**config.mk**
```make
export PLATFORM = sky130hd
export DESIGN_NAME = ram_burst_ctrl_flat
export DESIGN_NICKNAME = d
export VERILOG_FILES = /design/src/rtl/ram_burst_ctrl_if.sv /design/src/rtl/ram_burst_ctrl.sv /design/src/flat_wrapper.sv
export SDC_FILE = /design/constraint.sdc
export NUM_CORES = 1
export LEC_CHECK = 0
export BUFFER_PORTS_ARGS = -buffer_cell sky130_fd_sc_hd__buf_2
export CAP_MARGIN = 10
export CORE_ASPECT_RATIO = 2
export CORE_MARGIN = 10
export CORE_UTILIZATION = 25
export DETAILED_ROUTE_END_ITERATION = 10
export PLACE_DENSITY_LB_ADDON = 0.25
export SLEW_MARGIN = 20
export SYNTH_ARGS = -nofsm -noshare
export SYNTH_HDL_FRONTEND = slang
export SYNTH_SLANG_ARGS = --single-unit
```
**constraint.sdc**
```tcl
create_clock -name clk -period 4.9 [get_ports clk]
set_clock_uncertainty 0.1 [all_clocks]
set_input_delay 0.49 -clock clk [delete_from_list [all_inputs] [get_ports clk]]
set_output_delay 0.49 -clock clk [all_outputs]
set_load 0.05 [all_outputs]
```
**src/rtl/ram_burst_ctrl_if.sv**
```systemverilog
`default_nettype none
// ============================================================================
// Module   : ram_burst_ctrl_if
// Purpose  : Client-side handshake bundle for ram_burst_ctrl: burst request,
//            write-beat stream and read-beat stream.
// Revision : 1.0 - initial release
// ============================================================================
interface ram_burst_ctrl_if #(
  parameter int WIDTH = 8,
  parameter int DEPTH = 4,
  parameter int LEN_W = 4
) ();
  logic             req_valid;
  logic             req_ready;
  logic             req_write;
  logic [DEPTH-1:0] req_addr;
  logic [LEN_W-1:0] req_len;
  logic             wr_valid;
  logic             wr_ready;
  logic [WIDTH-1:0] wr_data;
  logic             rd_valid;
  logic             rd_ready;
  logic [WIDTH-1:0] rd_data;

  // Client side: issues requests, supplies write beats, consumes read beats
  modport master (
    output req_valid, req_write, req_addr, req_len, wr_valid, wr_data, rd_ready,
    input  req_ready, wr_ready, rd_valid, rd_data
  );

  // Controller side
  modport slave (
    input  req_valid, req_write, req_addr, req_len, wr_valid, wr_data, rd_ready,
    output req_ready, wr_ready, rd_valid, rd_data
  );
endinterface
`default_nettype wire

```
**src/rtl/ram_burst_ctrl.sv**
```systemverilog
`default_nettype none
// ============================================================================
// Module   : ram_burst_ctrl
// Purpose  : Burst read/write initiator for a single-port synchronous RAM.
//            Sequences enable/write-enable/address/data beat by beat and
//            returns registered read data under client backpressure.
// Revision : 1.0 - initial release
// ============================================================================
module ram_burst_ctrl #(
  parameter int WIDTH = 8,
  parameter int DEPTH = 4,
  parameter int LEN_W = 4
) (
  input  logic             clk,
  input  logic             rst,
  ram_burst_ctrl_if.slave  bus,
  output logic             busy,
  output logic             ram_enable,
  output logic             ram_wr_en,
  output logic [DEPTH-1:0] ram_address,
  output logic [WIDTH-1:0] ram_data_in,
  input  logic [WIDTH-1:0] ram_data_out
);

  typedef enum logic [2:0] {
    S_IDLE     = 3'd0,
    S_WR       = 3'd1,
    S_RD_ISSUE = 3'd2,
    S_RD_CAPT  = 3'd3,
    S_RD_OUT   = 3'd4
  } state_t;

  localparam logic [DEPTH-1:0] ADDR_ONE = DEPTH'(1);
  localparam logic [LEN_W-1:0] LEN_ONE  = LEN_W'(1);

  state_t           state_q, state_d;
  logic [DEPTH-1:0] cur_addr_q, cur_addr_d;
  logic [LEN_W-1:0] beats_left_q, beats_left_d;
  logic [WIDTH-1:0] rd_data_q, rd_data_d;
  logic             rd_valid_q, rd_valid_d;

  logic             req_ready;
  logic             wr_ready;
  logic             ram_en;
  logic             ram_we;
  logic [DEPTH-1:0] ram_addr;

  // Next-state logic plus the combinational RAM pin drive for this cycle
  always_comb begin
    state_d      = state_q;
    cur_addr_d   = cur_addr_q;
    beats_left_d = beats_left_q;
    rd_data_d    = rd_data_q;
    rd_valid_d   = rd_valid_q;
    req_ready    = (state_q == S_IDLE) && !rst;
    wr_ready     = (state_q == S_WR) && !rst;
    ram_en       = 1'b0;
    ram_we       = 1'b0;
    ram_addr     = cur_addr_q;

    case (state_q)
      S_IDLE: begin
        if (bus.req_valid && req_ready) begin
          cur_addr_d   = bus.req_addr;
          beats_left_d = bus.req_len;
          state_d      = bus.req_write ? S_WR : S_RD_ISSUE;
        end
      end
      S_WR: begin
        // wr_valid low is a stall: nothing reaches the RAM
        if (bus.wr_valid) begin
          ram_en     = 1'b1;
          ram_we     = 1'b1;
          cur_addr_d = cur_addr_q + ADDR_ONE;
          if (beats_left_q == '0) begin
            state_d = S_IDLE;
          end else begin
            beats_left_d = beats_left_q - LEN_ONE;
          end
        end
      end
      S_RD_ISSUE: begin
        ram_en  = 1'b1;
        state_d = S_RD_CAPT;
      end
      S_RD_CAPT: begin
        // RAM output is valid one cycle after the issue
        rd_data_d  = ram_data_out;
        rd_valid_d = 1'b1;
        state_d    = S_RD_OUT;
      end
      S_RD_OUT: begin
        if (bus.rd_ready) begin
          rd_valid_d = 1'b0;
          if (beats_left_q == '0) begin
            state_d = S_IDLE;
          end else begin
            // Overlap the next issue with the handshake, at the advanced address
            cur_addr_d   = cur_addr_q + ADDR_ONE;
            beats_left_d = beats_left_q - LEN_ONE;
            ram_en       = 1'b1;
            ram_addr     = cur_addr_d;
            state_d      = S_RD_CAPT;
          end
        end
      end
      default: state_d = S_IDLE;
    endcase

    // Keep the RAM quiet while reset is held, whatever state we are in
    if (rst) begin
      ram_en = 1'b0;
      ram_we = 1'b0;
    end
  end

  // State and datapath registers with synchronous reset
  always_ff @(posedge clk) begin
    if (rst) begin
      state_q      <= S_IDLE;
      cur_addr_q   <= '0;
      beats_left_q <= '0;
      rd_data_q    <= '0;
      rd_valid_q   <= 1'b0;
    end else begin
      state_q      <= state_d;
      cur_addr_q   <= cur_addr_d;
      beats_left_q <= beats_left_d;
      rd_data_q    <= rd_data_d;
      rd_valid_q   <= rd_valid_d;
    end
  end

  assign bus.req_ready = req_ready;
  assign bus.wr_ready  = wr_ready;
  assign bus.rd_valid  = rd_valid_q;
  assign bus.rd_data   = rd_data_q;
  assign busy          = (state_q != S_IDLE);
  assign ram_enable    = ram_en;
  assign ram_wr_en     = ram_we;
  assign ram_address   = ram_addr;
  assign ram_data_in   = bus.wr_data;

endmodule
`default_nettype wire
```
**src/flat_wrapper.sv**
```systemverilog
// flat-port wrapper written by rule: the top's interface ports become plain ports
module ram_burst_ctrl_flat 
#(
  parameter int WIDTH = 8,
  parameter int DEPTH = 4,
  parameter int LEN_W = 4
)
  (clk, rst, busy, ram_enable, ram_wr_en, ram_address, ram_data_in, ram_data_out, bus_req_valid, bus_req_write, bus_req_addr, bus_req_len, bus_wr_valid, bus_wr_data, bus_rd_ready, bus_req_ready, bus_wr_ready, bus_rd_valid, bus_rd_data);
  ram_burst_ctrl_if #(.WIDTH(WIDTH), .DEPTH(DEPTH), .LEN_W(LEN_W)) bus_i ();
  input  logic clk;
  input  logic rst;
  output logic busy;
  output logic ram_enable;
  output logic ram_wr_en;
  output logic [DEPTH-1:0] ram_address;
  output logic [WIDTH-1:0] ram_data_in;
  input  logic [WIDTH-1:0] ram_data_out;
  input wire logic [$bits(bus_i.req_valid)-1:0] bus_req_valid;
  input wire logic [$bits(bus_i.req_write)-1:0] bus_req_write;
  input wire logic [$bits(bus_i.req_addr)-1:0] bus_req_addr;
  input wire logic [$bits(bus_i.req_len)-1:0] bus_req_len;
  input wire logic [$bits(bus_i.wr_valid)-1:0] bus_wr_valid;
  input wire logic [$bits(bus_i.wr_data)-1:0] bus_wr_data;
  input wire logic [$bits(bus_i.rd_ready)-1:0] bus_rd_ready;
  output wire logic [$bits(bus_i.req_ready)-1:0] bus_req_ready;
  output wire logic [$bits(bus_i.wr_ready)-1:0] bus_wr_ready;
  output wire logic [$bits(bus_i.rd_valid)-1:0] bus_rd_valid;
  output wire logic [$bits(bus_i.rd_data)-1:0] bus_rd_data;
  assign bus_i.req_valid = bus_req_valid;
  assign bus_i.req_write = bus_req_write;
  assign bus_i.req_addr = bus_req_addr;
  assign bus_i.req_len = bus_req_len;
  assign bus_i.wr_valid = bus_wr_valid;
  assign bus_i.wr_data = bus_wr_data;
  assign bus_i.rd_ready = bus_rd_ready;
  assign bus_req_ready = bus_i.req_ready;
  assign bus_wr_ready = bus_i.wr_ready;
  assign bus_rd_valid = bus_i.rd_valid;
  assign bus_rd_data = bus_i.rd_data;
  ram_burst_ctrl #(.WIDTH(WIDTH), .DEPTH(DEPTH), .LEN_W(LEN_W)) u_core (.clk(clk), .rst(rst), .bus(bus_i), .busy(busy), .ram_enable(ram_enable), .ram_wr_en(ram_wr_en), .ram_address(ram_address), .ram_data_in(ram_data_in), .ram_data_out(ram_data_out));
endmodule
```
Word-level counts from Yosys, hierarchy flattened
Index checks and enable logic that the tools add are counted.
Storage, ports and cells
  register bits: 20
  word-level logic and storage cells: 55
  bits of input ports: 30
  output and inout bits: 26
Operators by class
  reduce and logical (&&, ||, !) cells: 13
  equality and inequality tests: 8
  mux-type cells: 27
  add/subtract/negate cells: 2
Operator list (count)
  $mux 4: 9
  $pmux 4 s3: 2
  $pmux 3 s5: 1
  $mux 3: 4
  $ne 2x2->1 const B: 4
  $reduce_and 4->1: 2
  $mux 1: 7
  $eq 3x2->1 const B: 2
  $reduce_bool 3->1: 2
  $add 4x1->4 const B: 1
  $logic_not 4->1: 1
  $mux 2: 2
  $sub 4x1->4 const B: 1
  $eq 3x1->1 const B: 1
  $eq 3x3->1 const B: 1
  $logic_and 1x1->1: 3
  $logic_not 3->1: 1
  $pmux 1 s3: 1
  $reduce_and 3->1: 1
  $pmux 1 s2: 1
  $reduce_and 2->1: 1
  $reduce_bool 2->1: 1
  $logic_not 1->1: 1

Logic depth before layout (Yosys ltp)
Gate-level depths: netlist (run 1).
  word-level depth: 5
  gate-level depth with buffers: 9
  depth with buffers taken out: 7

Least setup slack after synthesis (run 1)
No wires, ideal clock.
  path kind: reg2out
  start point: register u_core.beats_left_q[0]
  end point: output port ram_address[0]
  buffers on the path: 2
  slack: 2.213 ns
  stages on the path, launching flop included: 8
  required time: 4.310 ns
  arrival time: 2.097 ns
  cells stage by stage: dfxtp_1 -> inv_1 -> ha_1 -> or3b_1 -> buf_6 -> and3_1 -> buf_6 -> xor2_1
Between the ends
  word-level cells in the longest chain between the ends: 4
Ends and longest elaborated chain
  start: declaration: line ram_burst_ctrl.sv:38  | logic [LEN_W-1:0] beats_left_q, beats_left_d;
  start signal: assignment: line ram_burst_ctrl.sv:128  | beats_left_q <= beats_left_d;
  $logic_not 4->1: line ram_burst_ctrl.sv:95  | if (beats_left_q == '0) begin
  $mux 4
  $mux 4: line ram_burst_ctrl.sv:93  | if (bus.rd_ready) begin
  $mux 4: line ram_burst_ctrl.sv:61  | case (state_q)
  end: declaration: line flat_wrapper.sv:15  | output logic [DEPTH-1:0] ram_address;
No other way between the ends.

Worst setup path after layout (run 1)
  start point: register u_core.state_q[1]
  end point: output port ram_enable
Between the ends
  word-level cells in the longest chain between the ends: 3
  elaborated cells between the ends (all ways): 5
  classes of those cells: 3 x eq/ne; 2 x mux
Ends and longest elaborated chain
  start: declaration: line ram_burst_ctrl.sv:36  | state_t state_q, state_d;
  start signal: assignment: line ram_burst_ctrl.sv:126  | state_q <= state_d;
  $eq 3x3->1 (tied with other cells): line ram_burst_ctrl.sv:61
  $pmux 1 s3 (*): line ram_burst_ctrl.sv:61
  $mux 1 (*): line ram_burst_ctrl.sv:111  | if (rst) begin
  end: declaration: line flat_wrapper.sv:13  | output logic ram_enable;
Mark *: on every way between the ends. The rest lies on a longest branch, timed or not.

==> results by group, run 1 <==
Outcome
  • Status: completed

Clock network
  • CTS root buffer: clkbuf_8
  • Max Root-Sink Buffers: 2
  • H-tree depth: 1
  • Hold Buf Count CTS: 0
  • CTS Buf Count: 3
  • CTS sink cnt: 20
  • Clock Latency Late Sink: 260 ps
  • Clk slew on worst S/H paths: 80 ps
  • Setup bufs post-CTS: 0
  • # resized after CTS: 0
  • CTS tree: built

Layout
  • Multi-input logic area: 825 um^2
  • Commonest non-fill, non-tap cell in the layout: buf_2
  • Share of layout cells above drive strength 1: 0.279
  • Syn-to-layout area delta: 15.1%
  • Design Area, Final: 1590 um^2
  • Nets@finish: 230
  • Reg area: 400 um^2
  • Commonest non-fill, non-tap cells in the layout: buf_2, a21oi_1, nand2_1, dfxtp_1, nand3_1
  • Number of fill cells: 631
  • Antenna diodes: 0
  • Final Util: 0.295

Yosys
  • Yosys reg bits: 20
  • Post-synthesis cell count: 174
  • Async SR Flop Fraction: 0
  • Syn nets: 206
  • Synth warn: 0
  • Sequential-to-total area share from yosys stat: 0.291
  • Synthesized area per cell: 7.92 um^2
  • EDFF count, synth: 0
  • Ys flop type: dfxtp_1
  • Post-synthesis instance area: 1380 um^2
  • Distinct cells, synth: 49

Worst hold path
  • Min-Delay Endpoint: u_core.bus.rd_data[4]$_SDFFE_PP0P_
  • Hold Crit Class: flip-flop to flip-flop
  • Hold_sp: u_core.bus.rd_data[4]$_SDFFE_PP0P_
  • Worst hold path depth: 2

STA
  • Worst-margin pin slew: 1020 ps
  • Final hold vios: 0
  • Final setup viols: 0
  • Fmax: 0.340 GHz
  • WHS: 356 ps
  • RSZ-0062 raised after global routing: false
  • Fin crit period: 2940 ps
  • Final Cycle Share: 0.600
  • Slew Limit Headroom: 0.319
  • Setup TNS: 0 ps
  • Slew Limit Fails: 0
  • Final WS setup: 1960 ps

Place
  • DP Area: 1510 um^2
  • Place WS: 2270 ps
  • Dpl hpwl: 3.17 mm
  • IO buf count: 39
  • Routability cong.: 0.766

Worst setup path
  • Terminus of the critical flop-to-flop path: u_core.bus.rd_data[7]$_SDFFE_PP0P_
  • Crit. End Element: primary output
  • CP max stage delay: 760 ps
  • Worst endpoint required time: 4310 ps
  • Worst path depth: 5
  • CP max FO: 16
  • R2r worst-path depth: 5
  • Worst path cell trace: inv_2, nor2_1, o21bai_1, a21oi_1, buf_2
  • Critical path type: flip-flop to primary output
  • RR Startpoint: u_core.state_q[1]$_SDFFE_PP0P_
  • Worst path slowest cell: dfxtp_1
  • Crit path launch type: flip-flop
  • CP bufs+invs: 2
  • R2r setup slk: 2570 ps
  • CP top delay family: flip-flops
  • CP arrival: 2350 ps

GRT
  • Initial antenna violation count: 0
  • First-pass GRT wire length: 6.78 mm
  • Largest net degree at the start of global routing: 31
  • GRT Total Usage: 0.0916
  • GR Overflow Total: 0
  • Vias in the first global route: 1361

Die
  • Number of core rows: 38
  • Starting Density: 0.256
  • I/O pin count: 56
  • Chip height: 125 um
  • Core Box Area: 5370 um^2
  • Die Area: 9060 um^2
  • Die W: 72.5 um

Run
  • Maxcap violations: 0

Pwr
  • Max IR drop VDD: 135 uV
  • Pwr Density: 325 nW/um^2
  • Leakage: 0.649 nW

Detailed routing
  • Detailed Route Iter0 Violations: 67
  • DRC Markers: 0
  • Via count: 1306
  • Routed WL: 4.12 mm
  • TritonRoute pass-1 iters: 4
  • DR WL/cell: 16.0 um
  • Antenna Nets Post-Route: 0
  • Vias/cell: 5.08
[power by group]
group	internal (W)	switching (W)	leakage (nW)
clock	0.000109	0.0000599	0.0357
combinational	0.0000547	0.0000956	0.451
sequential	0.000173	0.0000224	0.163
total	0.000337	0.000178	0.649
[worst reg2reg max path: stages, from the launching register on]
cell     delay [ps]
dfxtp_1         760
inv_2           110
nor2_1          600
nand2_1         380
nand2_1         180
a21oi_1          80
[flip-flops by register name, indices dropped and copies added (netlist names)]
signal	cells
u_core.bus.rd_data	8
u_core.bus.rd_valid	1
u_core.state_q	3
u_core.cur_addr_q	4
u_core.beats_left_q	4
[synth_stat cells, types with 4 or more instances]
library cell / instances / share of area
buf_4: 10 / 0.054
nor2_1: 9 / 0.025
o21ai_0: 8 / 0.029
inv_1: 4 / 0.011
nand3b_1: 4 / 0.022
a21oi_1: 22 / 0.080
nand3_1: 11 / 0.040
buf_2: 5 / 0.018
nand2_1: 20 / 0.054
dfxtp_1: 20 / 0.29
[metal layers]
| metal | vias to the layer above | part of all wire | global-route usage | wire length (um) |
|---|---|---|---|---|
| li1 | 663 | - | - | - |
| met1 | 612 | 0.38 | 0.0940 | 1550 |
| met2 | 27 | 0.57 | 0.167 | 2350 |
| met3 | 4 | 0.034 | 0.0119 | 141 |
| met4 | 0 | 0.019 | 0.0528 | 77 |
| met5 | - | 0 | 0 | 0 |
[layout make-up]
cell class                      instances  share of cell area
Sequential cell                        20               0.253
Tap cell                               60              0.0474
Inverter                                5              0.0118
Multi-Input combinational cell        129               0.520
Clock inverter                          1              0.0189
Clock buffer                            3              0.0260
Timing Repair Buffer                   39               0.123
[kinds of logic (layout without fill, tap and decap cells)]
family / after synthesis / after routing / synth area share
compound gates: 56 / 56 / 0.268
xor+xnor: 6 / 6 / 0.0382
fa+ha+maj: 2 / 2 / 0.0182
buf+inv: 25 / 48 / 0.111
flops: 20 / 20 / 0.291
mux: 4 / 4 / 0.0345
simple gates: 61 / 61 / 0.240
[stage by stage]
step	instances	power (W)
after floorplan	174	0.000334
after global placement	253	0.000351
after detailed placement	253	0.000351
after CTS	257	0.000524
after global routing	257	0.000544
final	257	0.000514
[worst max-delay path by stage]
stage | slack [ps] | from | to
detailed placement | 2270 | u_core.state_q[1]$_SDFFE_PP0P_ | ram_enable
global route | 1720 | u_core.state_q[1]$_SDFFE_PP0P_ | ram_enable
global placement | 2280 | u_core.state_q[1]$_SDFFE_PP0P_ | ram_enable
CTS | 1960 | u_core.state_q[1]$_SDFFE_PP0P_ | ram_enable
finish | 1960 | u_core.state_q[1]$_SDFFE_PP0P_ | ram_enable
floorplan | 2210 | u_core.beats_left_q[0]$_SDFFE_PP0P_ | ram_address[0]
Note: power is estimated with default switching activity, not from simulation.
==> inputs of run 2 (changes only) <==
==> constraint.sdc (replaced) <==
create_clock -name clk -period 2.9 [get_ports clk]
set_clock_uncertainty 0.1 [all_clocks]
set_input_delay 0.29 -clock clk [delete_from_list [all_inputs] [get_ports clk]]
set_output_delay 0.29 -clock clk [all_outputs]
set_load 0.05 [all_outputs]
==> run 2 against run 1 <==
  * Non-clock buffer count rose by 3
  * Hold slack worse by 190 ps
  * Worst setup slack got worse by 1600 ps
  * Combinational power rose by 82%
  * Critical endpoint is now ram_address[1]
  * Sequential power increased by 63%
  * Critical path type unchanged
  * First-iteration DRC count is 12% higher
  * Sequential share of layout area is 0.35 points lower
  * Register-to-register slack lost 1900 ps
  * Highest routed layer unchanged
  * Largest cell class unchanged
==> results by group, run 2 (synthesized netlist as in run 1, its figures left out) <==
Outcome
  • Status: completed (unchanged)

Clock network
  • CTS sink cnt: 20 (unchanged)
  • Clk slew on worst S/H paths: 80 ps (about the same)
  • H-tree depth: 1 (unchanged)
  • Max Root-Sink Buffers: 2 (unchanged)
  • CTS Buf Count: 3 (unchanged)
  • Setup bufs post-CTS: 0 (unchanged)
  • CTS root buffer: clkbuf_8 (unchanged)
  • Clock Latency Late Sink: 260 ps (about the same)
  • # resized after CTS: 0 (unchanged)
  • Hold Buf Count CTS: 0 (unchanged)
  • CTS tree: built (unchanged)

Place
  • Routability cong.: 0.755 (was 0.766)
  • DP Area: 1540 um^2 (was 1510 um^2)
  • IO buf count: 39 (unchanged)
  • Dpl hpwl: 3.36 mm (was 3.17 mm)

Detailed routing
  • Detailed Route Iter0 Violations: 75 (was 67)
  • Via count: 1318 (was 1306)
  • Routed WL: 4.32 mm (was 4.12 mm)
  • DR WL/cell: 16.6 um (was 16.0 um)
  • TritonRoute pass-1 iters: 6 (was 4)
  • DRC Markers: 0 (unchanged)
  • Vias/cell: 5.07 (was 5.08)
  • Antenna Nets Post-Route: 0 (unchanged)

Layout
  • Nets@finish: 233 (was 230)
  • Antenna diodes: 0 (unchanged)
  • Design Area, Final: 1610 um^2 (was 1590 um^2)
  • Max reg flops: 8 (unchanged)
  • Syn-to-layout area delta: 16.7% (was 15.1%)
  • Number of fill cells: 635 (was 631)
  • Commonest non-fill, non-tap cells in the layout: buf_2, a21oi_1, nand2_1, dfxtp_1, nand3_1 (unchanged)
  • Commonest non-fill, non-tap cell in the layout: buf_2 (unchanged)
  • Share of layout cells above drive strength 1: 0.290 (was 0.279)

GRT
  • GR Overflow Total: 0 (unchanged)
  • GRT Total Usage: 0.0968 (was 0.0916)
  • Largest net degree at the start of global routing: 30 (was 31)
  • Initial antenna violation count: 0 (unchanged)
  • First-pass GRT wire length: 7.00 mm (was 6.78 mm)
  • Vias in the first global route: 1414 (was 1361)

Worst setup path
  • Terminus of the critical flop-to-flop path: u_core.cur_addr_q[1]$_SDFFE_PP0P_ (was u_core.bus.rd_data[7]$_SDFFE_PP0P_)
  • CP arrival: 2160 ps (was 2350 ps)
  • Crit path launch type: flip-flop (unchanged)
  • Crit. End Element: primary output (unchanged)
  • Setup crit start: u_core.beats_left_q[0]$_SDFFE_PP0P_ (was u_core.state_q[1]$_SDFFE_PP0P_)
  • Worst endpoint required time: 2510 ps (was 4310 ps)
  • CP max FO: 6 (was 16)
  • R2r worst-path depth: 7 (was 5)
  • RR Startpoint: u_core.beats_left_q[0]$_SDFFE_PP0P_ (was u_core.state_q[1]$_SDFFE_PP0P_)
  • R2r setup slk: 680 ps (was 2570 ps)
  • Critical path endpoint: ram_address[1] (was ram_enable)
  • Critical path type: flip-flop to primary output (unchanged)

Die
  • I/O pin count: 56 (unchanged)
  • Starting Density: 0.256 (unchanged)
  • Die Area: 9060 um^2 (unchanged)
  • Number of core rows: 38 (unchanged)
  • Chip height: 125 um (unchanged)
  • Core Box Area: 5370 um^2 (unchanged)
  • Die W: 72.5 um (unchanged)

Pwr
  • Sequential share of power: 0.363 (was 0.379)
  • Net Sw Frac: 0.345 (was 0.346)
  • Part of the power in the clock network: 0.324 (was 0.329)
  • Max IR drop VDD: 282 uV (was 135 uV)
  • Gate power share: 0.313 (was 0.292)
  • P_sw: 0.000301 W (was 0.000178 W)
  • Pint: 0.000573 W (was 0.000337 W)
  • Leakage: 0.665 nW (was 0.649 nW)
  • Pwr Density: 543 nW/um^2 (was 325 nW/um^2)

STA
  • Fin crit period: 2550 ps
  • Final Cycle Share: 0.880
  • Slew Limit Headroom: 0.535 (was 0.319)
  • RSZ-0062 raised after global routing: false (unchanged)
  • Fmax: 0.392 GHz
  • Slew Limit Fails: 0 (unchanged)
  • Final setup viols: 0 (unchanged)
  • Final hold vios: 0 (unchanged)
  • Setup TNS: 0 ps (unchanged)
  • Worst-margin pin slew: 697 ps (was 1020 ps)

Worst hold path
  • Hold Crit Class: input port to flip-flop (was flip-flop to flip-flop)

Run
  • Maxcap violations: 0 (unchanged)
## run 2: cell count changes in the layout (fill, tap and decap cells not counted)
cell,previous run,this run
buf_4,0,3
## run 2: power groups by stage
stage          combinational, W  clock [W]  sequential [W]
6_report               0.000273   0.000283        0.000317
2_1_floorplan          0.000240          0        0.000324
3_5_place_dp           0.000276          0        0.000324
3_3_place_gp           0.000275          0        0.000323
5_1_grt                0.000300   0.000307        0.000321
4_1_cts                0.000278   0.000294        0.000318
## run 2: metrics by stage
| step | worst slack (ps) | hold WS (ps) | total power [W] | instances | util |
|---|---|---|---|---|---|
| finish | 347 | 164 | 0.000874 | 260 | 0.299 |
| global route | 213 | 158 | 0.000929 | 260 | 0.299 |
| CTS | 325 | 160 | 0.000889 | 260 | 0.299 |
| detailed placement | 623 | 347 | 0.000600 | 256 | 0.286 |
| global placement | 657 | 340 | 0.000598 | 256 | 0.286 |
| floorplan | 413 | 338 | 0.000564 | 174 | - |
## run 2: worst max-delay path, cell delays in order (launching register included)
cell and delay, ps:
dfxtp_1 320, inv_1 100, ha_1 200, or3b_1 470, and3_1 290, mux2_4 310
buf_2 210
## run 2: how the worst min path moves through the flow
stage / startpoint / endpoint / slack (ps) / depth (start not counted)
2_1_floorplan: ram_data_out[0] / u_core.bus.rd_data[0]$_SDFFE_PP0P_ / 340 / 2
3_3_place_gp: u_core.bus.rd_data[0]$_SDFFE_PP0P_ / u_core.bus.rd_data[0]$_SDFFE_PP0P_ / 340 / 2
3_5_place_dp: u_core.bus.rd_data[5]$_SDFFE_PP0P_ / u_core.bus.rd_data[5]$_SDFFE_PP0P_ / 350 / 2
4_1_cts: ram_data_out[3] / u_core.bus.rd_data[3]$_SDFFE_PP0P_ / 160 / 3
5_1_grt: ram_data_out[3] / u_core.bus.rd_data[3]$_SDFFE_PP0P_ / 160 / 3
6_report: ram_data_out[4] / u_core.bus.rd_data[4]$_SDFFE_PP0P_ / 160 / 3
## run 2: per-layer routing
| metal | part of all wire | vias up | track usage |
|---|---|---|---|
| met5 | 0 | - | 0 |
| met4 | 0.034 | 0 | 0.0629 |
| met3 | 0.042 | 8 | 0.0174 |
| met2 | 0.58 | 28 | 0.184 |
| met1 | 0.34 | 612 | 0.0866 |
| li1 | - | 670 | - |
## run 2: cell type report
| cell class | instances | area [um^2] | area share |
|---|---|---|---|
| Inverter | 5 | 18.8 | 0.0117 |
| Sequential cell | 20 | 400 | 0.249 |
| Multi-Input combinational cell | 129 | 825 | 0.513 |
| Clock buffer | 3 | 41.3 | 0.0257 |
| Timing Repair Buffer | 42 | 218 | 0.135 |
| Clock inverter | 1 | 30.0 | 0.0187 |
| Tap cell | 60 | 75.1 | 0.0467 |
